## src/rtl/calc1_port_driver.sv

```systemverilog
// calc1_port_driver: requester end of one calc1 port. Takes a job over valid/ready, drives the
// two-cycle calc1 request, waits (bounded) for the response, checks it against a reference model
// computed at accept time, and hands the captured result back upstream.
module calc1_port_driver #(
  parameter int unsigned TIMEOUT   = 255,
  parameter int unsigned ERR_CNT_W = 16
) (
  input  logic                 c_clk,
  input  logic                 reset,
  input  logic                 job_valid,
  output logic                 job_ready,
  input  logic [3:0]           job_cmd,
  input  logic [31:0]          job_op1,
  input  logic [31:0]          job_op2,
  output logic [3:0]           req_cmd_out,
  output logic [31:0]          req_data_out,
  input  logic [1:0]           out_resp,
  input  logic [31:0]          out_data,
  output logic                 done_valid,
  input  logic                 done_ready,
  output logic [1:0]           done_resp,
  output logic [31:0]          done_data,
  output logic                 done_timeout,
  output logic                 done_mismatch,
  output logic                 protocol_err,
  output logic [ERR_CNT_W-1:0] err_count
);

  typedef enum logic [2:0] {StIdle, StCmd, StOpnd2, StWait, StDone} state_e;

  // Counter value on the last permitted WAIT cycle.
  localparam logic [15:0] WaitLast = 16'(TIMEOUT - 1);

  state_e state_q, state_d;

  logic [3:0]           cmd_q, cmd_d;
  logic [31:0]          op1_q, op1_d;
  logic [31:0]          op2_q, op2_d;
  logic [1:0]           exp_resp_q, exp_resp_d;
  logic [31:0]          exp_data_q, exp_data_d;
  logic [15:0]          wait_cnt_q, wait_cnt_d;
  logic [1:0]           resp_q, resp_d;
  logic [31:0]          data_q, data_d;
  logic                 timeout_q, timeout_d;
  logic                 mismatch_q, mismatch_d;
  logic                 proto_q, proto_d;
  logic [ERR_CNT_W-1:0] err_q, err_d;

  logic        resp_seen;
  logic        wait_hit;
  logic        accept;
  logic        release_done;
  logic [32:0] add_full;
  logic [1:0]  model_resp;
  logic [31:0] model_data;

  assign resp_seen    = (out_resp != 2'd0);
  assign wait_hit     = (wait_cnt_q == WaitLast);
  assign accept       = (state_q == StIdle) && job_valid;
  assign release_done = (state_q == StDone) && done_ready;
  assign add_full     = {1'b0, job_op1} + {1'b0, job_op2};

  // Reference model evaluated on the job inputs so it can be latched on accept.
  always_comb begin
    model_resp = 2'd3;
    model_data = 32'd0;
    unique case (job_cmd)
      4'd0: begin
        model_resp = 2'd0;
        model_data = 32'd0;
      end
      4'd1: begin
        model_resp = add_full[32] ? 2'd2 : 2'd1;
        model_data = add_full[31:0];
      end
      4'd2: begin
        model_resp = (job_op2 > job_op1) ? 2'd2 : 2'd1;
        model_data = job_op1 - job_op2;
      end
      4'd5: begin
        model_resp = 2'd1;
        model_data = job_op1 << job_op2[4:0];
      end
      4'd6: begin
        model_resp = 2'd1;
        model_data = job_op1 >> job_op2[4:0];
      end
      default: begin
        model_resp = 2'd3;
        model_data = 32'd0;
      end
    endcase
  end

  // State register.
  always_ff @(posedge c_clk or negedge reset) begin
    if (!reset) state_q <= StIdle;
    else        state_q <= state_d;
  end

  // Next-state logic; a response on the final WAIT cycle takes the normal path.
  always_comb begin
    state_d = state_q;
    unique case (state_q)
      StIdle:  if (job_valid) state_d = StCmd;
      StCmd:   state_d = StOpnd2;
      StOpnd2: state_d = (cmd_q == 4'd0) ? StDone : StWait;
      StWait:  if (resp_seen || wait_hit) state_d = StDone;
      StDone:  if (done_ready) state_d = StIdle;
      default: state_d = StIdle;
    endcase
  end

  // Decoded outputs of the FSM.
  always_comb begin
    job_ready    = 1'b0;
    done_valid   = 1'b0;
    req_cmd_out  = 4'd0;
    req_data_out = 32'd0;
    unique case (state_q)
      StIdle:  job_ready = 1'b1;
      StCmd: begin
        req_cmd_out  = cmd_q;
        req_data_out = op1_q;
      end
      StOpnd2: req_data_out = op2_q;
      StDone:  done_valid = 1'b1;
      default: ;
    endcase
  end

  // Datapath next-state: job latch, wait counter, result capture, error bookkeeping.
  always_comb begin
    cmd_d      = cmd_q;
    op1_d      = op1_q;
    op2_d      = op2_q;
    exp_resp_d = exp_resp_q;
    exp_data_d = exp_data_q;
    wait_cnt_d = wait_cnt_q;
    resp_d     = resp_q;
    data_d     = data_q;
    timeout_d  = timeout_q;
    mismatch_d = mismatch_q;
    proto_d    = proto_q;
    err_d      = err_q;

    if (accept) begin
      cmd_d      = job_cmd;
      op1_d      = job_op1;
      op2_d      = job_op2;
      exp_resp_d = model_resp;
      exp_data_d = model_data;
    end

    if (state_q == StOpnd2) wait_cnt_d = 16'd0;

    if (state_q == StWait) begin
      wait_cnt_d = wait_cnt_q + 16'd1;
      if (resp_seen) begin
        resp_d     = out_resp;
        data_d     = out_data;
        mismatch_d = (out_resp != exp_resp_q) ||
                     ((out_resp == 2'd1) && (out_data != exp_data_q));
      end else if (wait_hit) begin
        timeout_d = 1'b1;
      end
    end

    if (release_done) begin
      if ((timeout_q || mismatch_q) && !(&err_q)) err_d = err_q + 1'b1;
      resp_d     = 2'd0;
      data_d     = 32'd0;
      timeout_d  = 1'b0;
      mismatch_d = 1'b0;
    end

    // Responses outside WAIT are illegal for a single-outstanding port.
    if (resp_seen && (state_q != StWait)) proto_d = 1'b1;
  end

  // Datapath registers.
  always_ff @(posedge c_clk or negedge reset) begin
    if (!reset) begin
      cmd_q      <= 4'd0;
      op1_q      <= 32'd0;
      op2_q      <= 32'd0;
      exp_resp_q <= 2'd0;
      exp_data_q <= 32'd0;
      wait_cnt_q <= 16'd0;
      resp_q     <= 2'd0;
      data_q     <= 32'd0;
      timeout_q  <= 1'b0;
      mismatch_q <= 1'b0;
      proto_q    <= 1'b0;
      err_q      <= '0;
    end else begin
      cmd_q      <= cmd_d;
      op1_q      <= op1_d;
      op2_q      <= op2_d;
      exp_resp_q <= exp_resp_d;
      exp_data_q <= exp_data_d;
      wait_cnt_q <= wait_cnt_d;
      resp_q     <= resp_d;
      data_q     <= data_d;
      timeout_q  <= timeout_d;
      mismatch_q <= mismatch_d;
      proto_q    <= proto_d;
      err_q      <= err_d;
    end
  end

  assign done_resp     = resp_q;
  assign done_data     = data_q;
  assign done_timeout  = timeout_q;
  assign done_mismatch = mismatch_q;
  assign protocol_err  = proto_q;
  assign err_count     = err_q;

endmodule

```

## config.mk

```make
export PLATFORM = sky130hd
export DESIGN_NAME = calc1_port_driver
export DESIGN_NICKNAME = d
export VERILOG_FILES = /design/src/rtl/calc1_port_driver.sv
export SDC_FILE = /design/constraint.sdc
export NUM_CORES = 1
export LEC_CHECK = 0
export CAP_MARGIN = 20
export CORE_UTILIZATION = 50
export DETAILED_ROUTE_END_ITERATION = 10
export DONT_BUFFER_PORTS = 1
export PLACE_DENSITY = 0.67
export RECOVER_POWER = 50
export SYNTH_ARGS = -nofsm -noshare
export SYNTH_HDL_FRONTEND = slang
export SYNTH_SLANG_ARGS = --single-unit
```

## constraint.sdc

```tcl
create_clock -name c_clk -period 6.25 [get_ports c_clk]
set_input_delay 1.5625 -clock c_clk [delete_from_list [all_inputs] [get_ports c_clk]]
set_output_delay 1.5625 -clock c_clk [all_outputs]
set_load 0.02 [all_outputs]
```

-- Word level (Yosys, flattened, before mapping)
Cells that the tools add are included.
- output and inout bits: 91
- word-level logic and storage cells: 88
- register bits: 174
- shift-type cells: 2
- magnitude comparators: 1
- equality and inequality tests: 17
- multiplexer cells: 28
- reduce and logical (&&, ||, !) cells: 23
- add/sub/neg operators: 4
- operator list (kind ; number):
    $pmux W32 S4 ; 1
    $mux W32 ; 3
    $pmux W32 S2 ; 1
    $add A32 B32 Y33 ; 1
    $add A16 B1 Y16 const B ; 2
    $gt A32 B32 Y1 ; 1
    $mux W16 ; 2
    $ne A32 B32 Y1 ; 1
    $shl A32 B5 Y32 ; 1
    $shr A32 B5 Y32 ; 1
    $sub A32 B32 Y32 ; 1
    $eq A16 B8 Y1 const B ; 1
    $reduce_and A16 Y1 ; 1
    $pmux W3 S5 ; 1
    $mux W3 ; 4
    $mux W2 ; 5
    $reduce_bool A2 Y1 ; 5
    $mux W1 ; 9
    $eq A4 B3 Y1 const B ; 2
    $logic_not A4 Y1 ; 2
    $pmux W2 S4 ; 1
    $eq A3 B2 Y1 const B ; 2
    $ne A2 B2 Y1 const B ; 3
    $reduce_and A3 Y1 ; 2
    other kinds (15) ; 22

-- Depth between registers and ports, before layout
- depth after elaboration: 6
- depth in mapped cells: 16
- gate-level depth less buffers: 13

-- Worst setup path after synthesis
No wires, ideal clock.
- path kind: input to register
- start: in job_op2[2]
- end: reg exp_data_q[24]
- setup slack: 1.274 ns
- stages: 15
- arrival time: 4.850 ns
- setup time: 0.126 ns
- required time: 6.124 ns
- cells stage by stage: clkbuf_1 > inv_2 > buf_1 > clkbuf_1 > ha_1 > nor2b_1 > o31a_1 > o21ai_0 > a21oi_1 > nor2_1 > o21bai_1 > a31o_2 > a221oi_1 > a21oi_1 > o32a_1
- longest elaborated chain between the ends: 2
- elaborated cells on any way between the ends: 5
- those cells by class: 2 x add/sub; 2 x shift; 1 x mux
- RTL lines (what ; line ; source):
    start, declared ; 14 ; input logic [31:0] job_op2,
    $sub A32 B32 Y32 (tied with other cells) ; 78 ; model_data = job_op1 - job_op2;
    $pmux W32 S4 (*) ; 67 ; unique case (job_cmd)
    end signal, assigned ; 201 ; exp_data_q <= exp_data_d;
    end, declared ; 40 ; logic [31:0] exp_data_q, exp_data_d;
Every way passes the cells marked *; elsewhere a longest branch is shown, timed or not.
A chain may end at the register's enable or synchronous reset.

-- Worst setup path after layout
- start: in job_op2[1]
- end: reg exp_data_q[31]
Same word-level chain as after synthesis.

==> results.cfg <==
[status]
status = complete, but fails checks
violations = capacitance limit, slew limit

[setup_path]
rr_startpoint = state_q[0]$_DFFE_PN0P_
worstPathArrival_ps = 4750
crit_type = in2reg
r2r_slack_ps = 2450
path_cells = inv_1 > ha_1 > nor2b_1 > o211ai_1 > a2111oi_2 > o211ai_2 > a21oi_1 > a211oi_1 > o41ai_2 > mux2i_1 > a221oi_1 > nor2_1
startpoint_type = input port
slowest_delay_ps = 650
cp-end-kind = flip-flop
cp_slowest_cell = a2111oi_2
crit_fanout = 60
reg2reg_to = exp_data_q[30]$_DFFE_PN0P_
crit_required_ps = 6580
reg2regPathDepth = 7

[routing]
num_vias = 13700
drc = 0
ant_nets = 0
wl_mm = 49.1
drt_iter0_drc = 1610
avgViaCountPerCell = 6.71
wl_per_cell_um = 24.0
firstDrtPassIters = 5

[die]
die_x_um = 172
start_util_pct = 51.3
rows = 61
die_h_um = 172
die-area_um2 = 29500
core-area_um2 = 28100
top_level_ports = 197

[placement]
gp_congestion = 1.02
portBuffers = 0
place_ws_ps = 1490
hpwl_mm = 36.2

[logic_synthesis]
synth-seq-area-share_pct = 30.2
syn_nets = 1904
ys_seq_elements = 174
yosysUniqueCellTypes = 84
ys_async_sr_fraction_pct = 100
synth-edff-count = 0
synth_top_area_share_pct = 30.2
netlist_area_um2 = 14400
synth_warnings = 0
synth_commonest_cells = nand2_1, dfrtp_1, nor2_1, o21ai_0, a21oi_1
yosysTopAreaCell = dfrtp_1
synth-main-ff-cell = dfrtp_1
yosys.cell_count.top_type = nand2_1
syn_area_per_cell_um2 = 8.34
synth_area_leaders = dfrtp_1, nand2_1, ha_1, mux4_2, a22o_1
synthCells = 1727

[min_path]
hold_start = op1_q[28]$_DFFE_PN0P_
min_path_type = reg2reg
hold_end = op1_q[28]$_DFFE_PN0P_
whs_path_depth = 2

[power]
max-vdd-ir-drop_v = 0.000176
cellLeakagePower_nw = 6.66
total_power_mw = 5.17
power_density_nw_per_um2 = 340

[clock_network]
clk_latency_ps = 440
cts_sinks = 174
hold_buffers = 0
cts_made_buffers = 17
root_buffer = clkbuf_16
post-cts-setup-buffers = 0
htreeDepth = 4
clockBufferDepth = 2
cts_tree = done
clkTransAtPathRegs_ps = 70
post_cts_resized = 0

[timing]
setup-tns-final_ps = 0
max_freq_ghz = 0.226
relSlewSlack_pct = -39.7
skew_ps = 12.2
setup_viol = 0
slew_viol_final = 66
worst_pin_slew_ps = 2090
final_hold_viol_count = 0
rsz0062_at_grt = no
min_period_ps = 4420
timing.final.ws_setup_ps = 1830
period_share_pct = 70.8

[final_layout]
fin_util_pct = 54.0
final_layout_size_suffix_gt1_share_pct = 7.99
fillerInstances = 2720
area_growth_pct = 5.41
n_antenna_cell = 0
nNetsFinal = 1829

[grt]
grt_pass1_vias = 12800
grtUsageMet1_pct = 46.0
antenna_found_initial = 0
grt_pass1_wl_mm = 74.8
grt_overflow_total = 0
gr-max-usage-layer = met2
gr-usage-met2_pct = 52.3
grtUsageTotal_pct = 33.4
grt_max_degree = 175
use_met3_pct = 7.75

[run]
cap_violations = 1
logic make-up after synthesis:
logic type	after synthesis	share of synthesized area, %
flops	174	30.2
buf+inv	184	5.10
fa+ha+maj	71	6.27
compound gates	560	26.7
xor+xnor	55	3.35
simple gates	583	18.0
mux	100	10.3
registers in the layout (all words and copies together) (netlist names):
name           cells
protocol_err       1
exp_data_q        32
op2_q             32
done_resp          2
state_q            3
done_timeout       1
op1_q             32
exp_resp_q         2
err_count         16
wait_cnt_q        16
done_data         32
cmd_q              4
done_mismatch      1
worst max-delay path by stage:
stage	from	end	cells past startpoint
global placement	job_op2[1]	exp_data_q[31]$_DFFE_PN0P_	12
floorplan	job_op2[2]	exp_data_q[24]$_DFFE_PN0P_	15
CTS	state_q[2]$_DFFE_PN0P_	req_data_out[0]	3
global route	job_op2[1]	exp_data_q[29]$_DFFE_PN0P_	12
detailed placement	job_op2[1]	exp_data_q[31]$_DFFE_PN0P_	12
finish	job_op2[1]	exp_data_q[31]$_DFFE_PN0P_	12
power by group:
part / switching [mW] / internal [mW]
Combinational: 1.19 / 0.745
Sequential: 0.518 / 1.56
Clock: 0.512 / 0.639
layout make-up:
| type | instances | area (um^2) | area share (%) |
|---|---|---|---|
| Multi-Input combinational cell | 1369 | 9340 | 61.5 |
| Sequential cell | 174 | 4350 | 28.7 |
| Tap cell | 378 | 473 | 3.12 |
| Clock buffer | 19 | 433 | 2.85 |
| Inverter | 72 | 270 | 1.78 |
| Clock inverter | 13 | 175 | 1.15 |
| Timing Repair Buffer | 18 | 135 | 0.890 |
routing by layer:
| layer | vias up | routed length, um |
|---|---|---|
| li1 | 6183 | - |
| met1 | 6661 | 20700 |
| met2 | 789 | 21900 |
| met3 | 81 | 5330 |
| met4 | 0 | 1200 |
| met5 | - | 0 |
metrics by stage:
| stage | cells | area (um^2) | hold slack [ps] |
|---|---|---|---|
| after floorplan | 1727 | 14400 | 446 |
| after global placement | 2011 | 14600 | 457 |
| after detailed placement | 2011 | 14600 | 462 |
| after CTS | 2043 | 15200 | 479 |
| after global routing | 2043 | 15200 | 490 |
| final | 2043 | 15200 | 476 |
placed cells by master (no fill, tap or decap), types with 15 or more instances in the layout:
cell	count
a211oi_1	17
a21o_1	20
a21oi_1	115
a22o_1	75
a31oi_1	24
and3_1	15
buf_4	18
clkbuf_16	17
dfrtp_1	174
ha_1	69
inv_1	69
mux2i_1	53
mux4_2	38
nand2_1	249
nand2b_1	17
nand3_1	26
nor2_1	157
nor3_1	33
nor4_1	16
o211ai_1	24
o21ai_0	117
o21bai_1	17
o22ai_1	28
xnor2_1	37
xor2_1	18
critical path, delay by kind of cell:
family                   cells  cell delay [ps]
adder cells (fa/ha/maj)      1              340
AND/OR/NAND/NOR              2              250
multiplexers                 1              130
AO/OA/AOI/OAI                7             2090
buffers and inverters        1              360
Note: power is estimated with default switching activity, not from simulation.
